### src/rtl/sdram_access_arbiter.sv
// Post-init SDRAM scheduler: two single-word requesters plus periodic auto-refresh.
// Optional build macro SDRAM_ARB_FIXED_PRIO_EN: port 0 always wins, no round-robin pointer.
module sdram_access_arbiter #(
    parameter int unsigned T_RCD        = 2,
    parameter int unsigned T_RP         = 2,
    parameter int unsigned T_WR         = 2,
    parameter int unsigned T_RC         = 7,
    parameter int unsigned CL           = 2,
    parameter int unsigned REF_INTERVAL = 390
) (
    input  logic        iclk,
    input  logic        ireset,
    input  logic        iinit_done,
    input  logic        ireq0,
    input  logic        ireq1,
    input  logic        iwe0,
    input  logic        iwe1,
    input  logic [24:0] iaddr0,
    input  logic [24:0] iaddr1,
    input  logic [15:0] iwdata0,
    input  logic [15:0] iwdata1,
    output logic        ogrant0,
    output logic        ogrant1,
    output logic [15:0] ordata,
    output logic        ordata_valid0,
    output logic        ordata_valid1,
    output logic [3:0]  ocmd,
    output logic [12:0] oaddr,
    output logic [1:0]  oba,
    output logic [1:0]  odqm,
    output logic [15:0] odq_out,
    output logic        odq_oe,
    input  logic [15:0] idq_in,
    output logic        orefresh_miss
);

    localparam int unsigned WAIT_W = 8;
    localparam int unsigned REF_W  = $clog2(REF_INTERVAL) + 1;

    localparam logic [3:0] CMD_NOP     = 4'b0111;
    localparam logic [3:0] CMD_ACTIVE  = 4'b0011;
    localparam logic [3:0] CMD_READ    = 4'b0101;
    localparam logic [3:0] CMD_WRITE   = 4'b0100;
    localparam logic [3:0] CMD_REFRESH = 4'b0001;

    typedef enum logic [2:0] {
        WAIT_INIT, IDLE, REFRESH, REF_WAIT, ACTIVATE, RCD_WAIT, RW, ACCESS_WAIT
    } state_t;

    state_t              state, state_n;
    logic [WAIT_W-1:0]   wcnt, wcnt_n;
    logic [REF_W-1:0]    ref_cnt;
    logic                ref_pend, ref_clr;
    logic [24:0]         lat_addr, lat_addr_n;
    logic [15:0]         lat_data, lat_data_n;
    logic                lat_we, lat_we_n;
    logic                lat_port, lat_port_n;
    logic [CL:0]         rd_pipe;
    logic                win;
    logic [3:0]          cmd_n;
    logic [12:0]         addr_n;
    logic [1:0]          ba_n, dqm_n;
    logic [15:0]         dq_out_n;
    logic                dq_oe_n, grant0_n, grant1_n;

    // Arbitration between the two requesters
`ifdef SDRAM_ARB_FIXED_PRIO_EN
    always_comb begin
        win = !ireq0;
    end
`else
    logic rr, rr_n;
    always_comb begin
        win = (ireq0 && ireq1) ? rr : ireq1;
    end
`endif

    // Next-state and next-output logic
    always_comb begin
        state_n    = state;
        wcnt_n     = wcnt;
        cmd_n      = CMD_NOP;
        addr_n     = 13'd0;
        ba_n       = 2'd0;
        dqm_n      = 2'b11;
        dq_out_n   = 16'd0;
        dq_oe_n    = 1'b0;
        grant0_n   = 1'b0;
        grant1_n   = 1'b0;
        ref_clr    = 1'b0;
        lat_addr_n = lat_addr;
        lat_data_n = lat_data;
        lat_we_n   = lat_we;
        lat_port_n = lat_port;
`ifndef SDRAM_ARB_FIXED_PRIO_EN
        rr_n       = rr;
`endif
        case (state)
            WAIT_INIT: if (iinit_done) state_n = IDLE;
            IDLE: begin
                if (ref_pend) begin
                    state_n = REFRESH;
                    cmd_n   = CMD_REFRESH;
                    ref_clr = 1'b1;
                end else if (ireq0 || ireq1) begin
                    state_n    = ACTIVATE;
                    cmd_n      = CMD_ACTIVE;
                    lat_port_n = win;
                    lat_addr_n = win ? iaddr1 : iaddr0;
                    lat_data_n = win ? iwdata1 : iwdata0;
                    lat_we_n   = win ? iwe1 : iwe0;
                    ba_n       = lat_addr_n[24:23];
                    addr_n     = lat_addr_n[22:10];
                    grant0_n   = !win;
                    grant1_n   = win;
`ifndef SDRAM_ARB_FIXED_PRIO_EN
                    rr_n       = !win;
`endif
                end
            end
            REFRESH: begin
                state_n = REF_WAIT;
                wcnt_n  = WAIT_W'(T_RC - 2);
            end
            ACTIVATE: begin
                if (T_RCD > 1) begin
                    state_n = RCD_WAIT;
                    wcnt_n  = WAIT_W'(T_RCD - 2);
                end else begin
                    state_n = RW;
                end
            end
            RW: begin
                state_n = ACCESS_WAIT;
                wcnt_n  = lat_we ? WAIT_W'(T_WR + T_RP - 1) : WAIT_W'(CL + 8 + T_RP - 1);
            end
            REF_WAIT, RCD_WAIT, ACCESS_WAIT: begin
                if (wcnt == '0) state_n = (state == RCD_WAIT) ? RW : IDLE;
                else            wcnt_n  = wcnt - 1'b1;
            end
            default: state_n = WAIT_INIT;
        endcase

        // Column command with auto-precharge (A10 set)
        if (state_n == RW) begin
            cmd_n  = lat_we ? CMD_WRITE : CMD_READ;
            ba_n   = lat_addr[24:23];
            addr_n = {2'b00, 1'b1, lat_addr[9:0]};
            dqm_n  = 2'b00;
            if (lat_we) begin
                dq_oe_n  = 1'b1;
                dq_out_n = lat_data;
            end
        end
        // Keep byte masks open from READ through the capture cycle
        if ((state == RW && !lat_we) || (rd_pipe[CL-1:0] != '0)) dqm_n = 2'b00;
    end

    always_ff @(posedge iclk) begin
        if (ireset) begin
            state         <= WAIT_INIT;
            wcnt          <= '0;
            ref_cnt       <= '0;
            ref_pend      <= 1'b0;
            lat_addr      <= '0;
            lat_data      <= '0;
            lat_we        <= 1'b0;
            lat_port      <= 1'b0;
            rd_pipe       <= '0;
            ocmd          <= CMD_NOP;
            oaddr         <= '0;
            oba           <= '0;
            odqm          <= 2'b11;
            odq_out       <= '0;
            odq_oe        <= 1'b0;
            ogrant0       <= 1'b0;
            ogrant1       <= 1'b0;
            ordata        <= '0;
            ordata_valid0 <= 1'b0;
            ordata_valid1 <= 1'b0;
            orefresh_miss <= 1'b0;
`ifndef SDRAM_ARB_FIXED_PRIO_EN
            rr            <= 1'b0;
`endif
        end else begin
            state    <= state_n;
            wcnt     <= wcnt_n;
            lat_addr <= lat_addr_n;
            lat_data <= lat_data_n;
            lat_we   <= lat_we_n;
            lat_port <= lat_port_n;
            ocmd     <= cmd_n;
            oaddr    <= addr_n;
            oba      <= ba_n;
            odqm     <= dqm_n;
            odq_out  <= dq_out_n;
            odq_oe   <= dq_oe_n;
            ogrant0  <= grant0_n;
            ogrant1  <= grant1_n;
`ifndef SDRAM_ARB_FIXED_PRIO_EN
            rr       <= rr_n;
`endif
            // Only the first burst word is captured
            rd_pipe       <= {rd_pipe[CL-1:0], (state == RW) && !lat_we};
            ordata_valid0 <= rd_pipe[CL] && !lat_port;
            ordata_valid1 <= rd_pipe[CL] && lat_port;
            if (rd_pipe[CL]) ordata <= idq_in;

            if (state != WAIT_INIT) begin
                if (ref_cnt == REF_W'(REF_INTERVAL - 1)) begin
                    ref_cnt  <= '0;
                    ref_pend <= 1'b1;
                    if (ref_pend && !ref_clr) orefresh_miss <= 1'b1;
                end else begin
                    ref_cnt <= ref_cnt + 1'b1;
                    if (ref_clr) ref_pend <= 1'b0;
                end
            end
        end
    end

endmodule
### config.mk
export PLATFORM = sky130hd
export DESIGN_NAME = sdram_access_arbiter
export DESIGN_NICKNAME = d
export VERILOG_FILES = /design/src/rtl/sdram_access_arbiter.sv
export SDC_FILE = /design/constraint.sdc
export NUM_CORES = 1
export LEC_CHECK = 0
export ABC_AREA = 1
export BUFFER_PORTS_ARGS = -buffer_cell sky130_fd_sc_hd__buf_2
export CAP_MARGIN = 40
export CORE_MARGIN = 3
export CORE_UTILIZATION = 54
export DETAILED_ROUTE_END_ITERATION = 12
export PLACE_DENSITY = 0.92
export SLEW_MARGIN = 10
export SYNTH_ARGS = -nofsm -noshare
export SYNTH_HDL_FRONTEND = slang
export SYNTH_SLANG_ARGS = --single-unit
### constraint.sdc
create_clock -name iclk -period 3.9 [get_ports iclk]
set_input_delay 0.195 -clock iclk [delete_from_list [all_inputs] [get_ports iclk]]
set_output_delay 0.195 -clock iclk [all_outputs]
set_load 0.005 [all_outputs]
==> Yosys cells after proc, flatten, opt, wreduce, memory -nomap -nowiden <==
Cells that the tools add are included.
{ "word_totals": {"reg_bits": 128, "out_inout_bits": 59} }
{ "classes": {"add_sub_neg": 2, "eq_ne": 10, "mux": 34, "bitwise": 5, "n_reduce_logical": 26} }
{ "ops": {"columns": ["operator", "n"], "rows": [
  ["11-bit 2-to-1 mux", 4],
  ["8-bit one-hot mux with 4 select lines", 1],
  ["25-bit 2-to-1 mux", 1],
  ["3-bit 2-to-1 mux", 8],
  ["3-bit one-hot mux with 6 select lines", 1],
  ["16-bit 2-to-1 mux", 1],
  ["3-bit == test, second input constant", 5],
  ["2-bit 2-to-1 mux", 6],
  ["10-bit by 1-bit adder with 10-bit output, second input constant", 1],
  ["10-bit by 9-bit == test with 1-bit output, second input constant", 1],
  ["10-bit 2-to-1 mux", 1],
  ["8-bit zero test", 1],
  ["1-bit 2-to-1 mux", 8],
  ["4-bit 2-to-1 mux", 2],
  ["8-bit 2-to-1 mux", 1],
  ["8-bit by 1-bit subtractor with 8-bit output, second input constant", 1],
  ["3-bit by 2-bit == test with 1-bit output, second input constant", 2],
  ["3-bit AND reduction", 2],
  ["3-bit OR reduction", 2],
  ["1-bit logical AND", 5],
  ["1-bit NOT", 5],
  ["5-bit OR reduction", 1],
  ["1-bit zero test", 4],
  ["2-bit AND reduction", 2],
  ["other kinds (9)", 11]
]} }

==> Logic depth before layout (Yosys ltp) <==
Gate-level depths: netlist (run 1).
{ "depth": {"ltp_word": 7, "mapped_depth": 11, "ltp_nobuf": 10} }

==> Least setup slack after synthesis (run 1) <==
No wires, ideal clock.
{ "synth_timing": {"path_kind": "reg-to-reg", "from": "reg wcnt[0]", "to": "reg wcnt[0]", "setup_time_ns": 0.116, "arrival_ns": 1.289, "required_time_ns": 3.784, "slack_ns": 2.495, "path_stages_with_launch": 10, "period_less_slack_ns": 1.405, "path_cell_list": "dfxtp_1 > inv_1 > ha_1 > nand3_1 > nor2_2 > nand2_1 > nand2_2 > inv_1 > o21ai_0 > nor2_1"} }
{ "synth_between": {"elab_chain_len": 3, "word_cells_on_any_way": 6, "classes_between": "add/sub (1); eq/ne (1); mux (2); reduce/logical (2)"} }
{ "synth_rtl": {"columns": ["element", "line_no", "rtl"], "rows": [
  ["start: declaration", "51", "logic [WAIT_W-1:0] wcnt, wcnt_n;"],
  ["start signal: assignment", "187", "wcnt <= wcnt_n;"],
  ["8-bit by 1-bit subtractor with 8-bit output / 8-bit zero test (equally long branches)", "139, 138", null],
  ["8-bit 2-to-1 mux / 2-bit inequality test (equally long branches)", null, null],
  ["8-bit one-hot mux with 4 select lines / 2-bit AND reduction (equally long branches)", null, null]
]} }
Several ways; a longest one is shown, not always the timed one. The select of a mux whose other input is x is not followed.
A chain may end at the register's enable or synchronous reset.

==> Final worst setup path (run 1) <==
{ "layout_timing": {"from": "reg state[1]", "to": "reg lat_addr[2]"} }
{ "layout_between": {"elab_chain_len": 2} }
{ "layout_rtl": {"columns": ["element", "line_no", "rtl"], "rows": [
  ["start: declaration", "50", "state_t state, state_n;"],
  ["start signal: assignment", "186", "state <= state_n;"],
  ["3-bit by 1-bit == test with 1-bit output", "98", "case (state)"],
  ["3-bit AND reduction (no line)", null, null],
  ["end signal: assignment", "188", "lat_addr <= lat_addr_n;"],
  ["end: declaration", "54", "logic [24:0] lat_addr, lat_addr_n;"]
]} }
Every way passes these cells.

==> summary.md, run 1 <==
| Metric | Value |
|---|---|
| Final Hold Viols | 0 |
| Leakage Power | roughly 3.5 nW |
| Dpl hpwl | 9479 um |
| Setup CP Type | flop to flop |
| Clk Latency, worst-skew pair | about 0.53 ns |
| Cells after Synth | between 600 and 700 |
| Setup-failing EPs final | 0 |
| Status | complete, no violations |
| Top post-synthesis cells by area | dfxtp_1 47%, nand2_1 14%, nor2_1 6.3%, inv_1 5.2%, nand3_1 4.3% |
| Vias in the first global route | 5950 |
| H-tree Lvls | 4 |
| WL final | 20300 um |
| Register area share after synthesis | 0.4691 |
| Ant diodes | 0 |
| Post-synth EDFFs | 0 |
| Initial core utilization | 0.5725 |
| Die area | roughly 0.010 sq mm |
| Initial antenna violation count | 0 |
| Unrepaired setup endpoints after global routing | no |
| Rel. slew slack | 0.5530 |
| Max-slew violations | 0 |
| Die X-Extent | 100.5 um |
| CTS max path bufs | 2 |
| Commonest cells in the netlist | 174 x nand2_1, 113 x dfxtp_1, 81 x nor2_1, 67 x inv_1, 41 x nand3_1 |
| Post-Syn Area per Cell | 7.499 sq um |
| Asr flop ratio synth | 0 |
| CP Max Fanout | 36 |
| CTS buffer count | 17 |
| Io pins | 164 |
| Clock network power share | 0.497 |
| Largest net degree at the start of global routing | 47 |
| Path type of the worst min-delay path | input port to flop |
| Share of cells above drive strength 1 | 0.2751 |
| Yosys top cell by area | dfxtp_1 |
| I/O Buffers | 162 |
| Post-CTS sizing | 0 |
| Synthesis warning total | 0 |
| First-pass DRT Iterations | 10 |
| Placer Congestion | 0.8933 |
| Total grt overflow | 0 |
| Clk pin slew, worst setup/hold paths | 0.06 ns |
| Type of origin of the critical path | flop |
| CP startpoint | state[1] |
| Core area | 0.008423 sq mm |
| Clock sinks | 113 |
| First-pass GRT wire length | 30990 um |
| Std cell rows | 33 |
| Unique masters post-synth | 42 |
| Post-synth top flop | dfxtp_1 |
| P_int | 2.523 mW |
| Measured slew at the worst slew-check pin | 0.6635 ns |
| Fill count | 398 |
| Sequential Power Share | 0.362 |
| Power per cell area | 490.7 mW/mm^2 |
| Total Nets Final | 994 |
| Synthesized Nets | 752 |
| Final Skew | roughly 0.014 ns |
| Post-synth top area share | 0.4691 |
| Final hold slack | 0.001764 ns |
| DRC viols | 0 |
| Avg WL per Cell | 20.24 um |
| Detailed-route via count | slightly below 6000 |
| Top-count cell post-synth | nand2_1 |
| Switch share | 0.2761 |
| DR iter-0 viols | between 900 and 1000 |
| Power, Total | roughly 3.5 mW |
| Post-route setup TNS | 0 ns |
| Logic pwr share | 0.141 |
| Hold Path Origin | iaddr0[11] |
| Area Overhead vs Synth | 47.30% |
| Tcrit/Tclk final | 0.6678 |
| Remaining antenna violation count | 0 |
| CP required | 4.36 ns |
| Clk root buf | clkbuf_8 |
| Max Freq | 383.9 MHz |
| R2r startpoint | state[1] |
| Worst Setup End Kind | flop |
| Fin crit period | 2.605 ns |
| Switch Pwr | about 0.96 mW |
| Max VDD drop | 449.1 uV |
| #FFs+latches synth | between 100 and 150 |
| CTS tree | yes |
| Drt via density | 5.864 |
| Final core occ | 0.8433 |
| Vert. Die Dim | 100.5 um |
| Max Cap Viol | 0 |
| Gr usage total | 0.4001 |
| Post-Syn Area | 0.004822 sq mm |
| WP data arrival | around 3 ns |
[path summary, 6_finish.rpt]
check | end | slack (ns) | depth (start not counted)
worst max-delay path | lat_addr[2] | 1.30 | 8
worst min-delay path | oaddr[1] | 0.002 | 5
worst max register to register | lat_addr[2] | 1.30 | 8
worst min register to register | rd_pipe[2] | 0.43 | 2
[flip-flops by register name, indices dropped and copies added, names as in the netlist]
register       cells
orefresh_miss      1
rd_pipe            3
ogrant1            1
ordata_valid0      1
odqm               1
ordata_valid1      1
ocmd               3
lat_we             1
lat_data          16
ref_pend           1
lat_port           1
wcnt               8
state              3
lat_addr          12
ref_cnt           10
odq_out           16
odq_oe             1
ordata            16
ogrant0            1
oba                2
rr                 1
oaddr             13
[power by group through the flow]
| stage | Sequential [mW] | Combinational (mW) | Clock (mW) |
|---|---|---|---|
| 3_5_place_dp | 1.28 | 0.349 | 0 |
| 4_1_cts | 1.25 | 0.440 | 1.68 |
| 5_1_grt | 1.27 | 0.520 | 1.77 |
| 3_3_place_gp | 1.27 | 0.337 | 0 |
| 2_1_floorplan | 1.27 | 0.243 | 0 |
| 6_report | 1.26 | 0.491 | 1.73 |
[area by class of cell]
class,count,area [sq um],area share
clock buffer,17,414.1,0.05831
timing repair buffer,249,1689,0.2378
clock inverter,15,230.2,0.03241
multi-input combinational,432,2102,0.2959
inverter,72,274.0,0.03858
sequential,113,2262,0.3185
tap,105,131.4,0.01850
[logic make-up after synthesis]
logic type,synth area share
XOR/XNOR,0.005450
buffers and inverters,0.09496
AO/OA/AOI/OAI,0.07706
adder cells (fa/ha/maj),0.01038
flip-flops,0.4691
other,0.0007777
AND/OR/NAND/NOR,0.3422
[cell usage in the layout, fill, tap and decap left out, types with 5 or more instances in the layout]
master	n
a31oi_1	13
nand3_2	9
dfxtp_1	113
nand2_1	174
dlygate4sd3_1	85
inv_1	67
a21oi_1	20
nor2_1	81
clkbuf_16	16
nand2_2	16
o21ai_0	30
nand4_1	6
bufinv_16	5
nor2_2	10
nand3_1	41
buf_2	162
[worst max-delay path, stage by stage, from the launching register on]
cell and delay [ns]:
dfxtp_1 0.41, nor2_4 0.19, nand2_4 0.09, inv_4 0.09, nand2_8 0.18, nor3_4 0.57, nand2_1 0.24, nand3_2 0.14
dlygate4sd3_1 0.61
[stage by stage]
step | setup WS (ns) | cell area (sq um) | cells
detailed placement | 2.039 | 5588 | 885
finish | 1.295 | 7103 | 1003
floorplan | 2.495 | 4822 | 643
global placement | 2.148 | 5588 | 885
global route | 1.232 | 7103 | 1003
CTS | 1.462 | 7073 | 1001
[routing by layer]
metal | up-vias | wire length (um) | global-route usage
li1 | 2504 | - | -
met1 | 2611 | 6635 | 0.4267
met2 | 586 | 9561 | 0.6667
met3 | 181 | 2414 | 0.1419
met4 | 0 | 1685 | 0.2632
met5 | - | 0 | 0
[what timing repair did]
| action | in CTS | in global routing |
|---|---|---|
| hold buffers | 84 | 1 |
| setup buffers | 0 | 0 |
| endpoints found under the hold margin | 54 | 1 |
(Power assumes the default switching activity.)
==> run 2: changes to the inputs <==
Settings changed: CORE_UTILIZATION 54 to 50, PLACE_DENSITY 0.92 to 0.87.
Clock period 3.9 ns to 2.45 ns, I/O delays scaled along.
==> run 2 against run 1 <==
- the run now ends with setup timing left
- routed wire length rose by 9.3%
- setup slack worse by 1.4 ns
- sequential power rose by 60%
- cell count grew 5.6%
- hold slack better by 0.076 ns
- sequential share of layout area decreased by 1.3 points
- flip-flop and latch count unchanged
- utilization is 4.9 points lower
- non-clock buffer count is 25 higher
- clock-buffer cell count increased by 1
==> summary.md, run 2 (synthesis gave the netlist of run 1 again) <==
| Metric | Value |
|---|---|
| Status | complete, but fails checks |
| Failing checks | setup timing |
| Initial antenna violation count | 2 (+2) |
| I/O Buffers | 162 (unchanged) |
| DR iter-0 viols | 1090 (+18%) |
| Worst Setup End Kind | flop |
| Power per cell area | 758.5 mW/mm^2 (+55%) |
| Vert. Die Dim | 104.2 um (+3.7%) |
| Total grt overflow | 0 (unchanged) |
| Share of cells above drive strength 1 | 0.2837 (+0.008655) |
| Setup CP Type | flop to flop |
| Type of origin of the critical path | flop |
| CTS buffer count | 17 (unchanged) |
| Dpl hpwl | 8823 um (-6.9%) |
| Delay-heaviest family, CP | simple AND/OR/NAND/NOR gates |
| Final core occ | 0.7941 (-0.04919) |
| R2r startpoint | state[1] |
| Measured slew at the worst slew-check pin | 0.6636 ns (+0.00008345 ns) |
| CP bufs+invs | 3 (+1) |
| Tcrit/Tclk final | 1.046 (+0.3779) |
| Final Skew | 0.01695 ns (+0.002731 ns) |
| Clk Latency, worst-skew pair | 0.54 ns (about the same) |
| Most common cell after layout, fill and taps aside | nand2_1 |
| Biggest regs | lat_data: 16 flops, odq_out: 16 flops, ordata: 16 flops |
| Max Freq | 390.3 MHz (+1.7%) |
| Avg WL per Cell | 20.95 um (+3.5%) |
| Std cell rows | 35 (+6.1%) |
| WP data arrival | 3.03 ns (-0.03 ns) |
| Largest net degree at the start of global routing | 37 (-21%) |
| CP Max Fanout | 19 (-47%) |
| CP startpoint | state[1] |
| Initial core utilization | 0.5170 (-0.05552) |
| CP peak stage delay | 0.60 ns (about the same) |
| Pre-CTS setup slack | 0.6174 ns (-1.422 ns) |
| Hold depth | 5 (unchanged) |
| Setup ws final | -0.1120 ns (-1.408 ns) |
| Max VDD drop | 503.8 uV (+12%) |
| DRC viols | 0 (unchanged) |
| Final Hold Viols | 0 (unchanged) |
| FF-to-FF End | lat_data[12] |
| CP required | 2.92 ns (-1.44 ns) |
| Die area | 0.01086 sq mm (+7.5%) |
| Io pins | 164 (unchanged) |
| First-pass GRT wire length | 31730 um (+2.4%) |
| Max Cap Viol | 0 (unchanged) |
| Placer Congestion | 0.9326 (+4.4%) |
| Max-slew violations | 0 (unchanged) |
| Fin crit period | 2.562 ns (-0.04249 ns) |
| Setup-failing EPs final | 2 (+2) |
| Vias in the first global route | 6207 (+4.3%) |
| WL final | 22190 um (+9.3%) |
| Path type of the worst min-delay path | input port to flop |
| Clock sinks | 113 (unchanged) |
| First-pass DRT Iterations | 9 (-1) |
| Commonest cells after routing, fill and taps aside | 173 x nand2_1, 162 x buf_2, 112 x dfxtp_1 |
| Total Nets Final | 1023 (+2.9%) |
| Core area | 0.009328 sq mm (+11%) |
| FF-to-FF setup slack | -0.11 ns (-1.41 ns) |
| Crit path to | lat_data[12] |
| Gr usage total | 0.3716 (-0.02850) |
| Detailed-route via count | 6220 (+5.7%) |
| Drt via density | 5.873 (+0.15%) |
| Final hold slack | 0.07751 ns (+0.07575 ns) |
| CTS tree | yes |
| Clk pin slew, worst setup/hold paths | 0.07 ns (about the same) |
| H-tree Lvls | 4 (unchanged) |
| Rel. slew slack | 0.5529 (about the same) |
| Remaining antenna violation count | 0 (unchanged) |
| Leakage Power | 3.654 nW (+4.0%) |
| Worst path slowest cell | dlygate4sd3_1 |
| Levels on crit path | 10 (+2) |
| Die X-Extent | 104.2 um (+3.7%) |
| Worst r2r path cells | 10 (+2) |
| Crit path cell chain | nor2_4 -> nand2_4 -> inv_4 -> nand2_8 -> nor2_8 -> nand2_4 -> inv_4 -> nand2_1 -> o21ai_1 -> dlygate4sd3_1 |
| CTS max path bufs | 2 (unchanged) |
| Clk root buf | clkbuf_8 |
| Area Overhead vs Synth | 53.61% |
## run 2: changes by cell type in the layout (fill, tap and decap cells not counted), moves of 2 or more
| cell | delta |
|---|---|
| dlygate4sd3_1 | +16 |
| buf_4 | +9 |
| diode_2 | +3 |
| clkinv_4 | +2 |
| nor2_4 | +2 |
## run 2: repair_timing
action | 4_1_cts | 5_1_grt
hold buffers | 101 | 0
endpoints found under the hold margin | 60 | 0
gates resized for setup | 0 | 5
buffers inserted | 0 | 6
endpoints found under the setup margin | 0 | 34
## run 2: worst min-delay path by stage
stage / slack, ns / end / from
2_1_floorplan: 0.23 / lat_addr[0] / iaddr1[0]
3_3_place_gp: 0.32 / lat_data[10] / iwdata1[10]
3_5_place_dp: 0.33 / lat_data[10] / iwdata1[10]
4_1_cts: 0.008 / oba[1] / iaddr1[24]
5_1_grt: 0.08 / lat_addr[24] / iaddr1[24]
6_report: 0.08 / lat_addr[24] / iaddr1[24]
## run 2: cell type report
cell class | count | area (sq um)
tap | 129 | 161.4
multi-input combinational | 435 | 2138
clock inverter | 14 | 205.2
timing repair buffer | 274 | 1917
inverter | 72 | 279.0
fill | 486 | 1921
antenna | 3 | 7.507
sequential | 113 | 2263
timing repair inverter | 1 | 7.507
clock buffer | 18 | 427.9
## run 2: layer usage
metal | vias to the layer above | share of wire | global-route usage
met2 | 669 | 0.45 | 0.6216
met4 | 0 | 0.11 | 0.3153
met5 | - | 0 | 0
met1 | 2735 | 0.31 | 0.3722
met3 | 247 | 0.14 | 0.1217
li1 | 2569 | - | -
## run 2: where the power goes
group / switching, mW / internal [mW]
clock network: 1.02 / 1.70
registers: 0.0925 / 1.93
logic: 0.516 / 0.366
total: 1.63 / 3.99
## run 2: stage by stage
stage | std cells | area [sq um] | power (mW) | setup TNS, ns
floorplan | 643 | 4822 | 2.403 | 0
global placement | 913 | 5648 | 2.568 | 0
detailed placement | 913 | 5648 | 2.577 | 0
CTS | 1046 | 7292 | 5.344 | 0
global route | 1058 | 7405 | 5.723 | -0.5498
finish | 1059 | 7407 | 5.619 | -0.2014
## run 2: worst register-to-register path, cell delays in order, from the launching register on
cell,delay (ns)
dfxtp_2,0.38
nor2_4,0.20
nand2_4,0.10
inv_4,0.13
nand2_8,0.16
nor2_8,0.23
nand2_4,0.09
inv_4,0.21
nand2_1,0.24
o21ai_1,0.17
dlygate4sd3_1,0.60
